--- src/rtl/lf_pkg.sv ---
// Shared types and elaboration helpers for the Ladner-Fischer pipelined adder.
package lf_pkg;

   typedef struct packed {
      logic g;
      logic p;
   } pg_t;

   // Number of registered prefix slices for a given width and levels per slice.
   function automatic int calc_stages(input int width, input int lvl_per_stg);
      return ($clog2(width) + lvl_per_stg - 1) / lvl_per_stg;
   endfunction

   // Most significant bit of the lower group that bit i absorbs at level l.
   function automatic int lf_partner(input int l, input int i);
      return ((i >> (l - 1)) << (l - 1)) - 1;
   endfunction

endpackage

--- src/rtl/lf_pg_cell.sv ---
// Black cell of the prefix network: merges a high group with the adjacent lower group.
module lf_pg_cell (
   input  logic gh,
   input  logic ph,
   input  logic gl,
   input  logic pl,
   output logic g,
   output logic p
);
   assign g = gh | (ph & gl);
   assign p = ph & pl;
endmodule

--- src/rtl/ladner_fischer_pipe.sv ---
// Pipelined parallel-prefix adder with a single global advance enable.
// Define LF_APPROX_EN for a lower-part-OR approximation of the low APPROX_BITS bits.
module ladner_fischer_pipe
   import lf_pkg::*;
#(
   parameter int WIDTH       = 16,
   parameter int LVL_PER_STG = 2,
   parameter int APPROX_BITS = 4
) (
   input  logic             clk,
   input  logic             rst,
   input  logic             in_valid,
   output logic             in_ready,
   input  logic [WIDTH-1:0] a,
   input  logic [WIDTH-1:0] b,
   input  logic             cin,
   output logic             out_valid,
   input  logic             out_ready,
   output logic [WIDTH-1:0] sum,
   output logic             cout
);
   localparam int LOG2W = $clog2(WIDTH);
`ifdef LF_APPROX_EN
   localparam bit APPROX_EN = 1'b1;
`else
   localparam bit APPROX_EN = 1'b0;
`endif
   localparam int LOW = APPROX_EN ? APPROX_BITS : 0;

   logic en;
   assign en       = !out_valid | out_ready;
   assign in_ready = en;

   // Approximate low bits are removed from the prefix network; only the top
   // low bit's generate survives, acting as the carry into bit LOW.
   pg_t [WIDTH-1:0]  pg_in;
   logic [WIDTH-1:0] xp_in;
   logic             ci_in;

   always_comb begin
      for (int i = 0; i < WIDTH; i++) begin
         pg_in[i].g = a[i] & b[i];
         pg_in[i].p = a[i] ^ b[i];
         xp_in[i]   = a[i] ^ b[i];
         if (i < LOW) begin
            pg_in[i].p = 1'b0;
            xp_in[i]   = a[i] | b[i];
            if (i != LOW - 1) pg_in[i].g = 1'b0;
         end
      end
      ci_in = (LOW == 0) ? cin : 1'b0;
   end

   generate
      for (genvar l = 0; l <= LOG2W; l++) begin : lvl
         pg_t [WIDTH-1:0]  pg;
         logic [WIDTH-1:0] xp;
         logic             ci;
         logic             vld;

         if (l == 0) begin : s0
            // ---- slice S0: pre-processed operands ----
            always_ff @(posedge clk) begin
               if (en) begin
                  pg <= pg_in;
                  xp <= xp_in;
                  ci <= ci_in;
               end
            end
            always_ff @(posedge clk or posedge rst) begin
               if (rst)     vld <= 1'b0;
               else if (en) vld <= in_valid;
            end
         end else begin : net
            pg_t [WIDTH-1:0] comb;

            for (genvar i = 0; i < WIDTH; i++) begin : bits
               if (((i >> (l - 1)) % 2) == 1) begin : blk
                  lf_pg_cell u_cell (
                     .gh (lvl[l-1].pg[i].g),
                     .ph (lvl[l-1].pg[i].p),
                     .gl (lvl[l-1].pg[lf_partner(l, i)].g),
                     .pl (lvl[l-1].pg[lf_partner(l, i)].p),
                     .g  (comb[i].g),
                     .p  (comb[i].p)
                  );
               end else begin : pass
                  assign comb[i] = lvl[l-1].pg[i];
               end
            end

            if (((l % LVL_PER_STG) == 0) || (l == LOG2W)) begin : slice
               // ---- prefix slice boundary after level l ----
               always_ff @(posedge clk) begin
                  if (en) begin
                     pg <= comb;
                     xp <= lvl[l-1].xp;
                     ci <= lvl[l-1].ci;
                  end
               end
               always_ff @(posedge clk or posedge rst) begin
                  if (rst)     vld <= 1'b0;
                  else if (en) vld <= lvl[l-1].vld;
               end
            end else begin : thru
               assign pg  = comb;
               assign xp  = lvl[l-1].xp;
               assign ci  = lvl[l-1].ci;
               assign vld = lvl[l-1].vld;
            end
         end
      end
   endgenerate

   logic [WIDTH-1:0] carry;
   logic [WIDTH-1:0] sum_nxt;

   always_comb begin
      for (int i = 0; i < WIDTH; i++) begin
         carry[i] = lvl[LOG2W].pg[i].g | (lvl[LOG2W].pg[i].p & lvl[LOG2W].ci);
      end
      sum_nxt[0] = lvl[LOG2W].xp[0] ^ lvl[LOG2W].ci;
      for (int i = 1; i < WIDTH; i++) begin
         sum_nxt[i] = lvl[LOG2W].xp[i] ^ carry[i-1];
      end
      for (int i = 0; i < WIDTH; i++) begin
         if (i < LOW) sum_nxt[i] = lvl[LOG2W].xp[i];
      end
   end

   // ---- output slice: post-processed sum ----
   always_ff @(posedge clk or posedge rst) begin
      if (rst) begin
         out_valid <= 1'b0;
         sum       <= '0;
         cout      <= 1'b0;
      end else if (en) begin
         out_valid <= lvl[LOG2W].vld;
         sum       <= sum_nxt;
         cout      <= carry[WIDTH-1];
      end
   end

endmodule

--- config.mk ---
export PLATFORM = sky130hd
export DESIGN_NAME = ladner_fischer_pipe
export DESIGN_NICKNAME = d
export VERILOG_FILES = /design/src/rtl/lf_pkg.sv /design/src/rtl/lf_pg_cell.sv /design/src/rtl/ladner_fischer_pipe.sv
export SDC_FILE = /design/constraint.sdc
export NUM_CORES = 1
export LEC_CHECK = 0
export ABC_CLOCK_PERIOD_IN_PS = 4300
export BUFFER_PORTS_ARGS = -buffer_cell sky130_fd_sc_hd__buf_4
export CAP_MARGIN = 20
export CELL_PAD_IN_SITES_DETAIL_PLACEMENT = 1
export CELL_PAD_IN_SITES_GLOBAL_PLACEMENT = 1
export CORE_MARGIN = 2
export CORE_UTILIZATION = 40
export DETAILED_ROUTE_END_ITERATION = 8
export PLACE_DENSITY_LB_ADDON = 0.2
export SLEW_MARGIN = 5
export SYNTH_ARGS = -nofsm -noshare
export SYNTH_HDL_FRONTEND = slang
export SYNTH_SLANG_ARGS = --single-unit
--- constraint.sdc ---
create_clock -name clk -period 4.3 [get_ports clk]
set_input_delay 0.645 -clock clk [delete_from_list [all_inputs] [get_ports clk]]
set_output_delay 0.645 -clock clk [all_outputs]
set_load 0.01 [all_outputs]
==> impl_metrics.ini <==
[run_status]
status = finished, final reports clean

[sta]
maxSlewHeadroom_pct = 41.1
period_share_pct = 60.3
tightest_slew_ps = 882
fin_tns_setup_ps = 0
drv_slew = 0
hold_viol_final = 0
fin_ws_ps = 1710
finClkSkew_ps = 8.98
max_freq_ghz = 0.386
period_needed_ps = 2590
rsz0062_at_grt = no
setup_viol = 0

[critical_path]
crit_start = out_valid
cp_max_fo = 53
crit_top_cell = buf_4
critPathBufInv = 3
endpoint_kind = output port
cp_top_family = buffers and inverters
critPathRequiredTime_ps = 3650
reg2regPathDepth = 4
worst_ep_arrival_time_ps = 1950
r2r-end = lvl[0].xp[13]
start_kind = flop
cp_cell_sequence = nor2b_2, buf_4, inv_4, buf_4
cpPeakStageDelay_ps = 530
critical_path_class = flop to output port
r2r_setup_slack_ps = 2010
worst_path_max_delay_cell = inv_4
rr_startpoint = out_valid

[synthesis]
synth.avg_cell_area_um2 = 18.0
synthesis.area_um2 = 5320
syn_inst = 296
synth_top_area_cell = edfxtp_1
synth_area_leaders = edfxtp_1 71%, dfrtp_1 9.9%, ha_1 4.0%
syn-num-nets = 350
ys_seq_elements = 147
yosysSeqAreaShare_pct = 80.9
ys.warnings.count = 0
synth_top_area_share_pct = 71.1
yosysUniqueCellTypes = 22

[finish]
layout.cells.non_filler = 557
layout_commonest_cell = edfxtp_1
area_growth_pct = 21.7
drive_above_1_share_pct = 24.7
finalNetCount = 422
layout_common_cells = 126 x edfxtp_1, 58 x buf_4, 28 x nand2_1, 21 x dfrtp_1, 19 x a21o_1
fillers = 1263
n_antenna_cell = 0

[power_and_ir_drop]
power_density_nw_per_um2 = 697
p_leak_nw = 2.67
peakVddDrop_mv = 0.288
total_power_mw = 4.51

[route]
drtAntennaViolNets = 0
first_pass_iters = 4
via_per_inst = 4.63
drt-total-wl_um = 8210
wl_per_cell_um = 14.7
drcViolationCount = 0
vias = 2579
drt-initial-drc-count = 119

[global_route]
grt_pass1_vias = 2795
grt_max_degree = 54
grt_usage_pct = 12.9
antenna_found_initial = 0
grt_pass1_wl_um = 13700
grt-ovfl-total = 0

[worst_hold_path]
hp-start = cin
min_path_type = primary input to flop
whs_path_depth = 1
hold_end = lvl[0].ci

[cts]
cts_sinks = 147
ctsResizeCount = 0
cts_tree = yes
h-tree-depth = 4
cts_made_buffers = 17
cts-root-buf = clkbuf_16
clock_latency_ps = 420
clk_pin_slew_ps = 50
cts_max_path_buffers = 2
cts_setup_buffers = 0
holdBufCountCts = 0

[floorplan]
design.core.area_um2 = 13100
die_y_um = 119
ios = 56
initial_utilization_pct = 40.5
rows = 42
die_w_um = 119
dieArea_um2 = 14200

[flow_run]
maxCapViolations = 0

[place]
numPortBuffers = 55
dp_hpwl_um = 5280
gp_congestion = 0.681
dp_cells = 525
dp_slack_ps = 1720
[per-layer routing]
layer  vias up  routed length (um)  global-route usage, %
met5         -                   0                      0
met4         0                 157                   7.50
met3        15                 312                   4.12
met2        46                4510                   22.7
met1      1268                3230                   13.7
li1       1250                   -                      -
[state kept, by name, summed over array words and instances, names as in the netlist]
| register | flops |
|---|---|
| lvl.vld | 3 |
| lvl.ci | 3 |
| out_valid | 1 |
| lvl.xp | 47 |
| cout | 1 |
| sum | 16 |
| lvl.pg | 76 |
[through the flow]
stage,util (%),hold WS [ps],area (um^2)
3_3_place_gp,45.3,401,5950
5_1_grt,49.3,389,6480
4_1_cts,49.3,383,6480
2_1_floorplan,-,400,5320
3_5_place_dp,45.3,406,5950
6_report,49.3,409,6480
[cells by family after synthesis]
logic type,share of synthesized area (%)
buffers and inverters,0.728
DFF,80.9
AOI/OAI and AO/OA,6.65
xor gates and xnor gates,2.47
and+or+nand+nor,5.22
adders and majority gates,4.00
[cell type report]
class                           count  area [um^2]  area share (%)
Timing Repair Buffer               58          435            6.72
Sequential cell                   147         4310            66.5
Multi-Input combinational cell    142          978            15.1
Tap cell                          176          220            3.40
Clock inverter                      8         62.6           0.966
Inverter                            2         10.0           0.155
Clock buffer                       24          462            7.13
[where the power goes]
group	internal, mW	switching [mW]
Combinational	0.339	0.409
Sequential	2.21	0.243
Clock	0.801	0.514
Total	3.35	1.17
[synth_stat cells]
cell	n
ha_1	17
nor2b_1	1
xor2_1	15
nand2_1	28
a21o_1	19
a21o_2	3
a21oi_1	15
and3_2	4
o21ai_0	14
buf_2	3
clkbuf_2	1
a21o_4	2
edfxtp_1	126
nand2b_1	1
and2_2	1
dfrtp_1	21
and3_1	4
o21ai_1	2
and2_1	15
inv_1	2
nor2_1	1
buf_6	1
[how the worst max path moves through the flow]
stage | cells past startpoint | slack (ps) | endpoint
after floorplan | 3 | 250 | in_ready
after global placement | 5 | 1770 | lvl[0].pg[25]
after detailed placement | 5 | 1720 | lvl[4].pg[25]
after CTS | 4 | 1650 | in_ready
after global routing | 4 | 1560 | in_ready
final | 4 | 1710 | in_ready
No activity file was read; power rests on OpenSTA's default activity.
